### src/rtl/alu_issue_pkg.sv
// Shared types and constants for the ALU issue stage.
// Optional feature: ALU_WORD_OP_EN (RV64 W-form ops; requires RV64).
package alu_issue_pkg;

`ifdef RV64
    localparam int unsigned XLEN = 64;
`else
    localparam int unsigned XLEN = 32;
`endif
    localparam int unsigned OPT_W     = 16;
    localparam int unsigned OPT_IDX_W = $clog2(OPT_W);

    // one-hot op_type bit positions
    localparam int unsigned OP_ADD_INDEX   = 0;
    localparam int unsigned OP_SUB_INDEX   = 1;
    localparam int unsigned OP_SLL_INDEX   = 2;
    localparam int unsigned OP_L_INDEX     = 3;
    localparam int unsigned OP_LU_INDEX    = 4;
    localparam int unsigned OP_XOR_INDEX   = 5;
    localparam int unsigned OP_SRL_INDEX   = 6;
    localparam int unsigned OP_SRA_INDEX   = 7;
    localparam int unsigned OP_OR_INDEX    = 8;
    localparam int unsigned OP_AND_INDEX   = 9;
    localparam int unsigned OP_EQ_INDEX    = 10;
    localparam int unsigned OP_NE_INDEX    = 11;
    localparam int unsigned OP_GE_INDEX    = 12;
    localparam int unsigned OP_GEU_INDEX   = 13;
    localparam int unsigned OP_LUI_INDEX   = 14;
    localparam int unsigned OP_AUIPC_INDEX = 15;

    localparam logic [6:0] OPC_OP        = 7'b0110011;
    localparam logic [6:0] OPC_OP_IMM    = 7'b0010011;
    localparam logic [6:0] OPC_BRANCH    = 7'b1100011;
    localparam logic [6:0] OPC_LUI       = 7'b0110111;
    localparam logic [6:0] OPC_AUIPC     = 7'b0010111;
    localparam logic [6:0] OPC_OP32      = 7'b0111011;
    localparam logic [6:0] OPC_OP_IMM32  = 7'b0011011;

    localparam logic [6:0] F7_BASE = 7'b0000000;
    localparam logic [6:0] F7_ALT  = 7'b0100000;

    localparam logic            IS_WORD_OP = 1'b1;
    localparam logic [XLEN-1:0] ZERO       = '0;

    typedef enum logic [1:0] {
        ST_EMPTY = 2'd0,
        ST_ONE   = 2'd1,
        ST_FULL  = 2'd2
    } buf_state_t;

    typedef struct packed {
        logic [OPT_W-1:0] op_type;
        logic [XLEN-1:0]  op0;
        logic [XLEN-1:0]  op1;
        logic             illegal;
`ifdef ALU_WORD_OP_EN
        logic             is_word_op;
`endif
    } alu_req_t;

    // funct3 to op_type index for the arithmetic groups; alt selects SUB/SRA
    function automatic logic [OPT_IDX_W-1:0] alu_idx(input logic [2:0] f3, input logic alt);
        logic [OPT_IDX_W-1:0] idx;
        idx = OPT_IDX_W'(OP_ADD_INDEX);
        case (f3)
            3'b000:  idx = alt ? OPT_IDX_W'(OP_SUB_INDEX) : OPT_IDX_W'(OP_ADD_INDEX);
            3'b001:  idx = OPT_IDX_W'(OP_SLL_INDEX);
            3'b010:  idx = OPT_IDX_W'(OP_L_INDEX);
            3'b011:  idx = OPT_IDX_W'(OP_LU_INDEX);
            3'b100:  idx = OPT_IDX_W'(OP_XOR_INDEX);
            3'b101:  idx = alt ? OPT_IDX_W'(OP_SRA_INDEX) : OPT_IDX_W'(OP_SRL_INDEX);
            3'b110:  idx = OPT_IDX_W'(OP_OR_INDEX);
            default: idx = OPT_IDX_W'(OP_AND_INDEX);
        endcase
        return idx;
    endfunction

endpackage

### src/rtl/alu_issue_dec.sv
// Combinational decoder: opcode/funct fields and operands to ALU request.
// Optional feature: ALU_WORD_OP_EN adds OP-32 / OP-IMM-32 decode.
module alu_issue_dec
    import alu_issue_pkg::*;
(
    input  logic [6:0]      opcode,
    input  logic [2:0]      funct3,
    input  logic [6:0]      funct7,
    input  logic [XLEN-1:0] rs1_val,
    input  logic [XLEN-1:0] rs2_val,
    input  logic [XLEN-1:0] imm,
    input  logic [XLEN-1:0] pc,
    output alu_req_t        req_c
);

    logic                 legal;
    logic [OPT_IDX_W-1:0] idx;
    logic [XLEN-1:0]      a;
    logic [XLEN-1:0]      b;
    logic [6:0]           f7_imm;
`ifdef ALU_WORD_OP_EN
    logic                 word;
`endif

    // Decode legality, op index and operand sources
    always_comb begin
        legal = 1'b0;
        idx   = '0;
        a     = ZERO;
        b     = ZERO;
`ifdef ALU_WORD_OP_EN
        word  = ~IS_WORD_OP;
`endif
`ifdef RV64
        f7_imm = {funct7[6:1], 1'b0};
`else
        f7_imm = funct7;
`endif
        case (opcode)
            OPC_OP: begin
                a     = rs1_val;
                b     = rs2_val;
                legal = (funct7 == F7_BASE) ||
                        ((funct7 == F7_ALT) && ((funct3 == 3'b000) || (funct3 == 3'b101)));
                idx   = alu_idx(funct3, funct7[5]);
            end
            OPC_OP_IMM: begin
                a = rs1_val;
                b = imm;
                case (funct3)
                    3'b001:  legal = (f7_imm == F7_BASE);
                    3'b101:  legal = (f7_imm == F7_BASE) || (f7_imm == F7_ALT);
                    default: legal = 1'b1;
                endcase
                idx = alu_idx(funct3, (funct3 == 3'b101) && f7_imm[5]);
            end
            OPC_BRANCH: begin
                a     = rs1_val;
                b     = rs2_val;
                legal = 1'b1;
                case (funct3)
                    3'b000:  idx = OPT_IDX_W'(OP_EQ_INDEX);
                    3'b001:  idx = OPT_IDX_W'(OP_NE_INDEX);
                    3'b100:  idx = OPT_IDX_W'(OP_L_INDEX);
                    3'b101:  idx = OPT_IDX_W'(OP_GE_INDEX);
                    3'b110:  idx = OPT_IDX_W'(OP_LU_INDEX);
                    3'b111:  idx = OPT_IDX_W'(OP_GEU_INDEX);
                    default: legal = 1'b0;
                endcase
            end
            OPC_LUI: begin
                legal = 1'b1;
                b     = imm;
                idx   = OPT_IDX_W'(OP_LUI_INDEX);
            end
            OPC_AUIPC: begin
                legal = 1'b1;
                a     = pc;
                b     = imm;
                idx   = OPT_IDX_W'(OP_AUIPC_INDEX);
            end
`ifdef ALU_WORD_OP_EN
            OPC_OP32: begin
                a     = rs1_val;
                b     = rs2_val;
                word  = IS_WORD_OP;
                legal = ((funct3 == 3'b000) || (funct3 == 3'b001) || (funct3 == 3'b101)) &&
                        ((funct7 == F7_BASE) ||
                         ((funct7 == F7_ALT) && (funct3 != 3'b001)));
                idx   = alu_idx(funct3, funct7[5]);
            end
            OPC_OP_IMM32: begin
                a    = rs1_val;
                b    = imm;
                word = IS_WORD_OP;
                case (funct3)
                    3'b000:  legal = 1'b1;
                    3'b001:  legal = (funct7 == F7_BASE);
                    3'b101:  legal = (funct7 == F7_BASE) || (funct7 == F7_ALT);
                    default: legal = 1'b0;
                endcase
                idx = alu_idx(funct3, (funct3 == 3'b101) && funct7[5]);
            end
`endif
            default: legal = 1'b0;
        endcase
    end

    // Illegal entries carry a zero payload and only the illegal flag
    always_comb begin
        req_c         = '0;
        req_c.illegal = ~legal;
        if (legal) begin
            req_c.op_type = OPT_W'(1) << idx;
            req_c.op0     = a;
            req_c.op1     = b;
        end
`ifdef ALU_WORD_OP_EN
        req_c.is_word_op = legal ? word : ~IS_WORD_OP;
`endif
    end

endmodule

### src/rtl/alu_issue.sv
// ALU issue stage: decoder feeding a two-entry (output + skid) handshake buffer.
// Optional feature: ALU_WORD_OP_EN adds the is_word_op output and W-form decode.
module alu_issue
    import alu_issue_pkg::*;
(
    input  logic             clk,
    input  logic             rst_n,
    input  logic             flush,
    input  logic             in_valid,
    output logic             in_ready,
    input  logic [6:0]       opcode,
    input  logic [2:0]       funct3,
    input  logic [6:0]       funct7,
    input  logic [XLEN-1:0]  rs1_val,
    input  logic [XLEN-1:0]  rs2_val,
    input  logic [XLEN-1:0]  imm,
    input  logic [XLEN-1:0]  pc,
    output logic             out_valid,
    input  logic             out_ready,
    output logic [OPT_W-1:0] op_type,
    output logic [XLEN-1:0]  op0,
    output logic [XLEN-1:0]  op1,
    output logic             illegal
`ifdef ALU_WORD_OP_EN
    ,
    output logic             is_word_op
`endif
);

    buf_state_t state;
    buf_state_t state_nxt;
    alu_req_t   dec_c;
    alu_req_t   out_q;
    alu_req_t   skid_q;
    logic       accept_c;
    logic       consume_c;
    logic       load_out_in_c;
    logic       load_out_skid_c;
    logic       load_skid_c;

    alu_issue_dec u_dec (
        .opcode  (opcode),
        .funct3  (funct3),
        .funct7  (funct7),
        .rs1_val (rs1_val),
        .rs2_val (rs2_val),
        .imm     (imm),
        .pc      (pc),
        .req_c   (dec_c)
    );

    // A flush cycle never accepts; in_ready is already low when FULL
    assign accept_c  = in_valid && in_ready && !flush;
    assign consume_c = out_valid && out_ready;

    // Buffer occupancy state register
    always_ff @(posedge clk) begin
        if (!rst_n) begin
            state <= ST_EMPTY;
        end else begin
            state <= state_nxt;
        end
    end

    // Next occupancy and data-movement selects
    always_comb begin
        state_nxt       = state;
        load_out_in_c   = 1'b0;
        load_out_skid_c = 1'b0;
        load_skid_c     = 1'b0;
        case (state)
            ST_EMPTY: begin
                if (accept_c) begin
                    state_nxt     = ST_ONE;
                    load_out_in_c = 1'b1;
                end
            end
            ST_ONE: begin
                if (accept_c && consume_c) begin
                    load_out_in_c = 1'b1;
                end else if (accept_c) begin
                    state_nxt   = ST_FULL;
                    load_skid_c = 1'b1;
                end else if (consume_c) begin
                    state_nxt = ST_EMPTY;
                end
            end
            ST_FULL: begin
                if (consume_c) begin
                    state_nxt       = ST_ONE;
                    load_out_skid_c = 1'b1;
                end
            end
            default: state_nxt = ST_EMPTY;
        endcase
        if (flush) begin
            state_nxt       = ST_EMPTY;
            load_out_skid_c = 1'b0;
        end
    end

    // Output/skid payload registers and registered handshake flags
    always_ff @(posedge clk) begin
        if (!rst_n) begin
            out_valid <= 1'b0;
            in_ready  <= 1'b1;
            out_q     <= '0;
            skid_q    <= '0;
        end else begin
            out_valid <= (state_nxt != ST_EMPTY);
            in_ready  <= (state_nxt != ST_FULL);
            if (load_out_in_c) begin
                out_q <= dec_c;
            end else if (load_out_skid_c) begin
                out_q <= skid_q;
            end
            if (load_skid_c) begin
                skid_q <= dec_c;
            end
        end
    end

    assign op_type = out_q.op_type;
    assign op0     = out_q.op0;
    assign op1     = out_q.op1;
    assign illegal = out_q.illegal;
`ifdef ALU_WORD_OP_EN
    assign is_word_op = out_q.is_word_op;
`endif

endmodule
### config.mk
export PLATFORM = sky130hd
export DESIGN_NAME = alu_issue
export DESIGN_NICKNAME = d
export VERILOG_FILES = /design/src/rtl/alu_issue_pkg.sv /design/src/rtl/alu_issue_dec.sv /design/src/rtl/alu_issue.sv
export SDC_FILE = /design/constraint.sdc
export NUM_CORES = 1
export LEC_CHECK = 0
export ABC_AREA = 1
export ABC_CLOCK_PERIOD_IN_PS = 3700
export CAP_MARGIN = 20
export CORE_MARGIN = 2
export CORE_UTILIZATION = 40
export DETAILED_ROUTE_END_ITERATION = 12
export MAX_ROUTING_LAYER = met4
export PLACE_DENSITY = 0.69
export SYNTH_ARGS = -nofsm -noshare
export SYNTH_HDL_FRONTEND = slang
export SYNTH_SLANG_ARGS = --single-unit
### constraint.sdc
create_clock -name clk -period 3.7 [get_ports clk]
set_clock_uncertainty 0.05 [all_clocks]
set_input_delay 0.555 -clock clk [delete_from_list [all_inputs] [get_ports clk]]
set_output_delay 0.555 -clock clk [all_outputs]
set_load 0.1 [all_outputs]
# == After elaboration in Yosys (flattened, before gate mapping) ==
# Index checks and enable logic that the tools add are counted.
# word_totals
register_bits,166
input_bits,150
out_inout_bits,83
wordCells,80
# classes
n_eq_ne,16
shifts,1
n_mux,31
n_bitwise,1
reduce_logical,20
# op_table
operator,n
$mux W81,2
$pmux W32 S2,2
$mux W80,1
$pmux W4 S7,2
$pmux W4 S6,1
$eq A7 B6 Y1 const B,3
$pmux W4 S5,1
$shl A1 B4 Y16 const A,1
$eq A7 B5 Y1 const B,2
$eq A3 B3 Y1 const B,4
$mux W1,12
$mux W2,6
$eq A7 B7 Y1 const B,1
$logic_not A7 Y1,1
$eq A3 B2 Y1 const B,2
$logic_and A1 B1 Y1,6
$pmux W2 S3,1
$reduce_or A3 Y1,2
$reduce_or A6 Y1,1
$pmux W1 S2,2
$pmux W1 S4,1
$reduce_bool A2 Y1,2
$reduce_or A2 Y1,2
$eq A3 B1 Y1 const B,1
other kinds (8),10

# == Logic depth before layout (Yosys ltp) ==
# Gate-level depths: netlist of run 1.
# logic_depth
ltp_word,8
ltp_mapped,14

# == Hierarchy ==
# Synthesis of run 1 repeated with hierarchy kept, for this count alone.
# unflattened
hier_cells,1408
hier_area_um2,9327.7
# modules_own_cells
mod,n_inst,cells_per_inst,area_per_inst_um2,seq_area_each_um2
alu_issue,1,1107,7709.9,3323.2
alu_issue_dec,1,301,1617.8,0.0

# == Worst setup path after synthesis of run 1 ==
# Ideal clock, no wire load.
# synth_path
path_kind,register to register
from,register out_valid
to,"register out_q, in the netlist op0[0]"
t_arrival_ns,2.173
required_time_ns,3.513
setup_slack_ns,1.340
stages_incl_launch_ff,9
path_cell_list,dfxtp_1 -> nand2_1 -> inv_1 -> nor2_1 -> nor2_1 -> nand2_1 -> inv_2 -> buf_1 -> a21oi_1
# synth_via
elab_chain_len,5
elab_cells_between_ends,9
classes_between,6 x mux; 3 x reduce/logical
# synth_rtl
item,line_no,text
from (decl),alu_issue.sv:18,"output logic out_valid,"
from (signal assigned),alu_issue.sv:110,out_valid <= (state_nxt != ST_EMPTY);
$logic_and A1 B1 Y1 (*),alu_issue.sv:54,assign consume_c = out_valid && out_ready;
$logic_and A1 B1 Y1 or $mux W1 (tied branches),"alu_issue.sv:79, alu_issue.sv:89",
"$mux W1, on equally long branches","alu_issue.sv:79, alu_issue.sv:71",
$pmux W1 S2 or $mux W1 (tied branches),"alu_issue.sv:71, alu_issue.sv:96",
$mux W81 or $reduce_bool A2 Y1 (tied branches),--,
to (signal assigned),alu_issue.sv:115,out_q <= skid_q;
to (decl),alu_issue.sv:33,alu_req_t out_q;
# Mark *: on every way between the ends. The rest lies on a longest branch, timed or not.
# A chain may end at the register's enable or synchronous reset.

# == Worst setup path after layout of run 1 ==
# layout_path
from,"register out_q, in the netlist illegal"
to,output port illegal
# layout_lines
item,line_no,text
to (decl),alu_issue.sv:23,output logic illegal
# No word-level cell between the ends.

==> results of run 1 <==
how the worst max path moves through the flow:
stage / start / slack (ns) / endpoint / cells past startpoint
final: illegal / 1.13 / illegal / 1
after global routing: opcode[2] / 0.98 / skid_q[64] / 11
after CTS: illegal / 1.11 / illegal / 1
after detailed placement: opcode[1] / 0.74 / skid_q[64] / 12
after global placement: opcode[1] / 0.81 / op1[21] / 12
after floorplan: out_valid / 1.34 / op0[0] / 8
cells in the final DEF, fill, tap and decap left out, types with 3 or more instances in the layout:
master | synthesis | layout
nand2_2 | 10 | 10
o21ai_0 | 154 | 154
buf_12 | 1 | 4
a21oi_1 | 127 | 126
clkinv_4 | 0 | 3
bufinv_16 | 0 | 5
nor2_4 | 2 | 3
clkdlybuf4s50_1 | 0 | 231
inv_2 | 5 | 5
nor2_2 | 6 | 6
nand4_1 | 3 | 3
buf_4 | 1 | 15
a21oi_2 | 20 | 21
inv_1 | 53 | 53
dfxtp_1 | 166 | 166
nand3_1 | 105 | 105
nand2_1 | 379 | 378
clkinvlp_4 | 0 | 3
nor2_1 | 62 | 61
clkbuf_16 | 0 | 17
nand2_4 | 11 | 12
o21ai_1 | 26 | 26
stage by stage:
stage / instance area, sq um / worst slack (ns) / utilization (%) / power [mW]
2_1_floorplan: 8210 / 1.34 / - / 2.62
3_3_place_gp: 10600 / 0.807 / 52.7 / 2.96
3_5_place_dp: 10600 / 0.741 / 52.7 / 2.97
4_1_cts: 11300 / 1.11 / 56.0 / 4.92
5_1_grt: 11300 / 0.980 / 56.0 / 5.07
6_report: 11300 / 1.13 / 56.0 / 4.89
where the power goes:
group / internal (mW) / switching [mW] / leakage (nW)
combinational: 0.333 / 0.682 / 3.04
sequential: 1.87 / 0.0420 / 1.35
clock: 1.23 / 0.728 / 0.309
total: 3.44 / 1.45 / 4.70
area by class of cell:
| type | count | area, sq um |
|---|---|---|
| diodes | 2 | 5.00 |
| clock buffers | 20 | 457 |
| clock inverters | 11 | 199 |
| fillers | 1942 | 8870 |
| inverters | 59 | 221 |
| multi-input cells | 914 | 4250 |
| flip-flops and latches | 166 | 3320 |
| well taps | 270 | 338 |
| repair buffers | 250 | 2500 |
flip-flops by register name (all words and copies together), names as in the netlist:
signal / count
skid_q: 81
op0: 32
op1: 32
op_type: 16
state: 2
illegal: 1
in_ready: 1
out_valid: 1
per-layer routing:
layer / vias up / global-route usage [%] / routed length [microns]
met2: 193 / 37.7 / 11800
li1: 4395 / - / -
met3: 34 / 3.82 / 890
met5: - / - / 0
met1: 3923 / 29.7 / 11600
met4: 0 / 8.37 / 585
logic make-up (layout without fill, tap and decap cells):
kind of cell    count (synthesis)  count (layout)  share of synthesized area (%)
simple gates                  583             583                           30.2
compound gates                331             331                           21.3
flops                         166             166                           40.5
buf+inv                       155             340                           8.07
other cells                     0               2                              0
==> summary.txt, run 1 <==
Outcome
  • Status: completed

Clock tree
  • Clock Latency Late Sink: 0.42 ns
  • CTS tree: built
  • CTS Buffer Depth: 2
  • # H-tree levels: 4
  • Clk slew on worst S/H paths: 0.06 ns
  • Hold buffers post-CTS: 0
  • Clk sinks: 166
  • Post-CTS setup buffers: 0
  • PostCTS Resize Cnt: 0
  • TritonCTS Buffers: 17
  • Clock root buffer: clkbuf_16

Drt
  • Final WL: 24.9 mm
  • DR vias/cell: 5.05
  • Via count: 8,545
  • Initial DRC count: 519
  • Remaining DRCs: 0
  • DR pass1 iterations: 7
  • Post-DRT Antenna Nets: 0
  • Routed wire per std cell: 14.7 microns

Worst setup path
  • Critical setup path kind: flop to output port
  • R2r endpoint: op0[10]
  • Reg2Reg Depth: 9
  • Critical path buffers and inverters: 1
  • Critical path's slowest cell: clkdlybuf4s50_1
  • CP Max Fanout: 2
  • WP data required: 3.09 ns
  • Startpoint Class: flop
  • Critical path cell sequence: clkdlybuf4s50_1
  • Crit path max-delay family: buffers and inverters
  • FF-to-FF setup slack: 1.51 ns
  • CP endpoint kind: output port
  • R2r startpoint: state[0]
  • Critical path's largest stage delay: 1.16 ns
  • Critical path data arrival time: 1.97 ns

Final layout
  • Syn-to-layout area delta: 37.7%
  • Share of cells above drive strength 1: 7.75%
  • NumNets Final: 1,558
  • Final cell count without fillers: 1,692

Placement
  • Port bufs: 232
  • Post-DP HPWL: 16.1 mm
  • Gpl congestion: 0.815
  • Placed Cells: 1,659

Hold path
  • Worst hold endpoint: op_type[15]
  • HP Class: flop to flop
  • Hold Crit Start: skid_q[80]
  • Hold Crit Depth: 2

Timing
  • Fmax: 388 MHz
  • Setup TNS Final: 0 ns
  • Worst slew margin: 30.9%
  • Final hold viol count: 0
  • RSZ-0062 raised after global routing: false
  • Tcrit/Tclk final: 69.6%
  • # setup viols final: 0
  • Worst hold slack: 0.444 ns
  • Slew of the pin with the lowest slew margin: 1.03 ns
  • Fin crit period: 2.57 ns
  • Fin. max-slew vios: 0

Die
  • Placement Rows: 52
  • Num ports: 233
  • Die span in x: 147 microns
  • Starting density of the core: 40.7%
  • Core Area: 0.0202 sq mm
  • Die height: 147 microns
  • Die Area: 0.0217 sq mm

Yosys
  • Count of different cell masters after synthesis: 28
  • Sequential share of the synthesized area: 40.5%
  • Post-synth top cells: nand2_1 (379), dfxtp_1 (166), o21ai_0 (154)
  • Share of the synthesized area in the top cell type: 40.5%
  • Async SR Flop Fraction: 0%
  • Synth Register Bits: 166
  • Post-Syn Area: 0.00821 sq mm
  • Top FF cell, synth: dfxtp_1
  • Area contributors post-synth: dfxtp_1 (40%), nand2_1 (17%), o21ai_0 (9.4%)
  • Dominant cell type by area after synthesis: dfxtp_1
  • Ys Warns: 0
  • Synthesized Nets: 1,385
  • Post-synth EDFFs: 0
  • Post-synthesis cell count: 1,235
  • Count leader, synth: nand2_1
  • Syn_area_per_cell: 6.65 sq um

GRT
  • Vias in the first global route: 8,003
  • Antenna violations before repair: 2
  • Total GRT Usage: 23.4%
  • Largest net degree at the start of global routing: 105
  • Wire length of the first global-routing pass: 40.1 mm
  • Grt ovf: 0

Power and ir drop
  • Leakage power: 4.70 nW
  • PD cells: 433 mW/mm^2
  • Peak supply drop: 317 uV

Flow run
  • Max-cap violations: 0
(Power assumes the default switching activity.)
==> run 2: changes to the inputs <==
--- a/config.mk
+++ b/config.mk
@@ -6,7 +6,7 @@
 export NUM_CORES = 1
 export LEC_CHECK = 0
 export ABC_AREA = 1
-export ABC_CLOCK_PERIOD_IN_PS = 3700
+export ABC_CLOCK_PERIOD_IN_PS = 2600
 export CAP_MARGIN = 20
 export CORE_MARGIN = 2
 export CORE_UTILIZATION = 40
==> constraint.sdc (replaced) <==
create_clock -name clk -period 2.6 [get_ports clk]
set_clock_uncertainty 0.05 [all_clocks]
set_input_delay 0.39 -clock clk [delete_from_list [all_inputs] [get_ports clk]]
set_output_delay 0.39 -clock clk [all_outputs]
set_load 0.1 [all_outputs]
==> summary.txt, run 2 (synthesis gave the netlist of run 1 again) <==
Final layout
  • Area of the multi-input gates: 0.00425 sq mm
  • FF/Latch Area: 0.00332 sq mm
  • Syn-to-layout area delta: 36.7%
  • NumNets Final: 1,570
  • Most common cell after layout, fill and taps aside: nand2_1
  • Register with the most flip-flops: skid_q
  • Most frequent cells in the layout: nand2_1 (378), dfxtp_1 (166), o21ai_0 (154)
  • # fillers: 1,965
  • Share of cells above drive strength 1: 14.4%
  • Number of flip-flops in the largest register: 81

Power and ir drop
  • PD cells: 595 mW/mm^2
  • Leakage power: 4.91 nW
  • Peak supply drop: 447 uV
  • Tot Pwr: 6.68 mW

Drt
  • Remaining DRCs: 0
  • Initial DRC count: 401
  • Final WL: 25.0 mm
  • Via count: 8,601
  • DR pass1 iterations: 5
  • DR vias/cell: 5.04
  • Post-DRT Antenna Nets: 0
  • Routed wire per std cell: 14.7 microns

Hold path
  • HP Class: primary input to flop
  • Worst hold endpoint: op0[2]
  • Hold Crit Start: rst_n
  • Hold Crit Depth: 3

Timing
  • Setup TNS Final: 0 ns
  • Worst slew margin: 64.9%
  • RSZ-0062 raised after global routing: false
  • Fmax: 481 MHz
  • Tcrit/Tclk final: 80.0%
  • Fin crit period: 2.08 ns
  • # setup viols final: 0
  • Fin. max-slew vios: 0
  • Final hold viol count: 0
  • Slew of the pin with the lowest slew margin: 0.527 ns

Outcome
  • Status: completed

Die
  • Num ports: 233
  • Starting density of the core: 40.7%
  • Die Area: 0.0217 sq mm
  • Core Area: 0.0202 sq mm
  • Die height: 147 microns
  • Die span in x: 147 microns
  • Placement Rows: 52

Placement
  • Gpl congestion: 0.836
  • Post-DP HPWL: 16.8 mm
  • Port bufs: 232

Clock tree
  • Post-CTS setup buffers: 0
  • PostCTS Resize Cnt: 0
  • Clock root buffer: clkbuf_16
  • TritonCTS Buffers: 17
  • CTS Buffer Depth: 2
  • Clk sinks: 166
  • Hold buffers post-CTS: 0
  • Clk slew on worst S/H paths: 0.07 ns
  • # H-tree levels: 4
  • Clock Latency Late Sink: 0.42 ns
  • CTS tree: built

Worst setup path
  • Critical path data arrival time: 2.38 ns
  • R2r startpoint: out_valid
  • Reg2Reg Depth: 9
  • Startpoint Class: primary input
  • R2r endpoint: skid_q[20]
  • Critical setup path kind: primary input to flop
  • FF-to-FF setup slack: 0.73 ns
  • CP Max Fanout: 31
  • CP endpoint kind: flop
  • WP data required: 2.90 ns

GRT
  • Vias in the first global route: 7,882
  • Antenna violations before repair: 3
  • Total GRT Usage: 23.2%
  • Grt ovf: 0
  • Largest net degree at the start of global routing: 64
  • Wire length of the first global-routing pass: 39.7 mm

Flow run
  • Max-cap violations: 0
-- run 2: cell count changes in the layout (fill, tap and decap cells not counted), moves of 2 or more --
cell | before | now
buf_12 | 4 | 12
buf_4 | 15 | 102
bufinv_16 | 5 | 2
clkdlybuf4s50_1 | 231 | 148
clkinv_2 | 0 | 2
inv_6 | 0 | 4
-- run 2: worst max-delay path by stage --
stage	start	endpoint	slack [ns]	cells past startpoint
5_1_grt	funct3[2]	skid_q[65]	0.36	9
6_report	opcode[2]	op0[17]	0.52	10
2_1_floorplan	out_valid	op0[0]	0.24	8
3_5_place_dp	opcode[2]	skid_q[53]	0.09	10
3_3_place_gp	opcode[2]	op0[13]	0.15	10
4_1_cts	opcode[2]	skid_q[53]	0.53	10
-- run 2: cell type report --
type,instances,area share [%]
multi-input combinational,914,37.9
antenna,3,0.0669
clock buffer,19,3.95
clock inverter,13,1.31
tap,270,3.01
timing repair buffer,262,22.2
sequential,166,29.6
inverter,59,1.97
-- run 2: per-layer routing --
metal,vias to the layer above,wire [microns],track usage [%]
li1,4414,-,-
met1,3929,11300,29.5
met2,225,12000,37.0
met3,33,1140,3.73
met4,0,556,9.42
met5,-,0,-
-- run 2: critical path: stages --
cell	delay [ns]
clkdlybuf4s50_1	0.50
nand4_1	0.26
nor2_1	0.25
inv_1	0.13
nand3_1	0.12
inv_1	0.07
nand2_4	0.10
buf_12	0.25
nand2_1	0.12
a21oi_1	0.15
-- run 2: where the power goes --
part           switching (mW)  internal, mW  total, mW  leakage, nW
clock network            1.07          1.45       2.52        0.285
logic                   0.972         0.458       1.43         3.27
registers              0.0632          2.66       2.73         1.35
-- run 2: through the flow --
step	instances	setup slack, ns	hold WS, ns	util, %	instance area, sq um
3_5_place_dp	1671	0.0942	0.433	52.7	10600
4_1_cts	1703	0.530	0.391	55.6	11200
3_3_place_gp	1671	0.148	0.437	52.7	10600
6_report	1706	0.520	0.397	55.6	11200
2_1_floorplan	1235	0.240	0.412	-	8210
5_1_grt	1706	0.361	0.410	55.6	11200
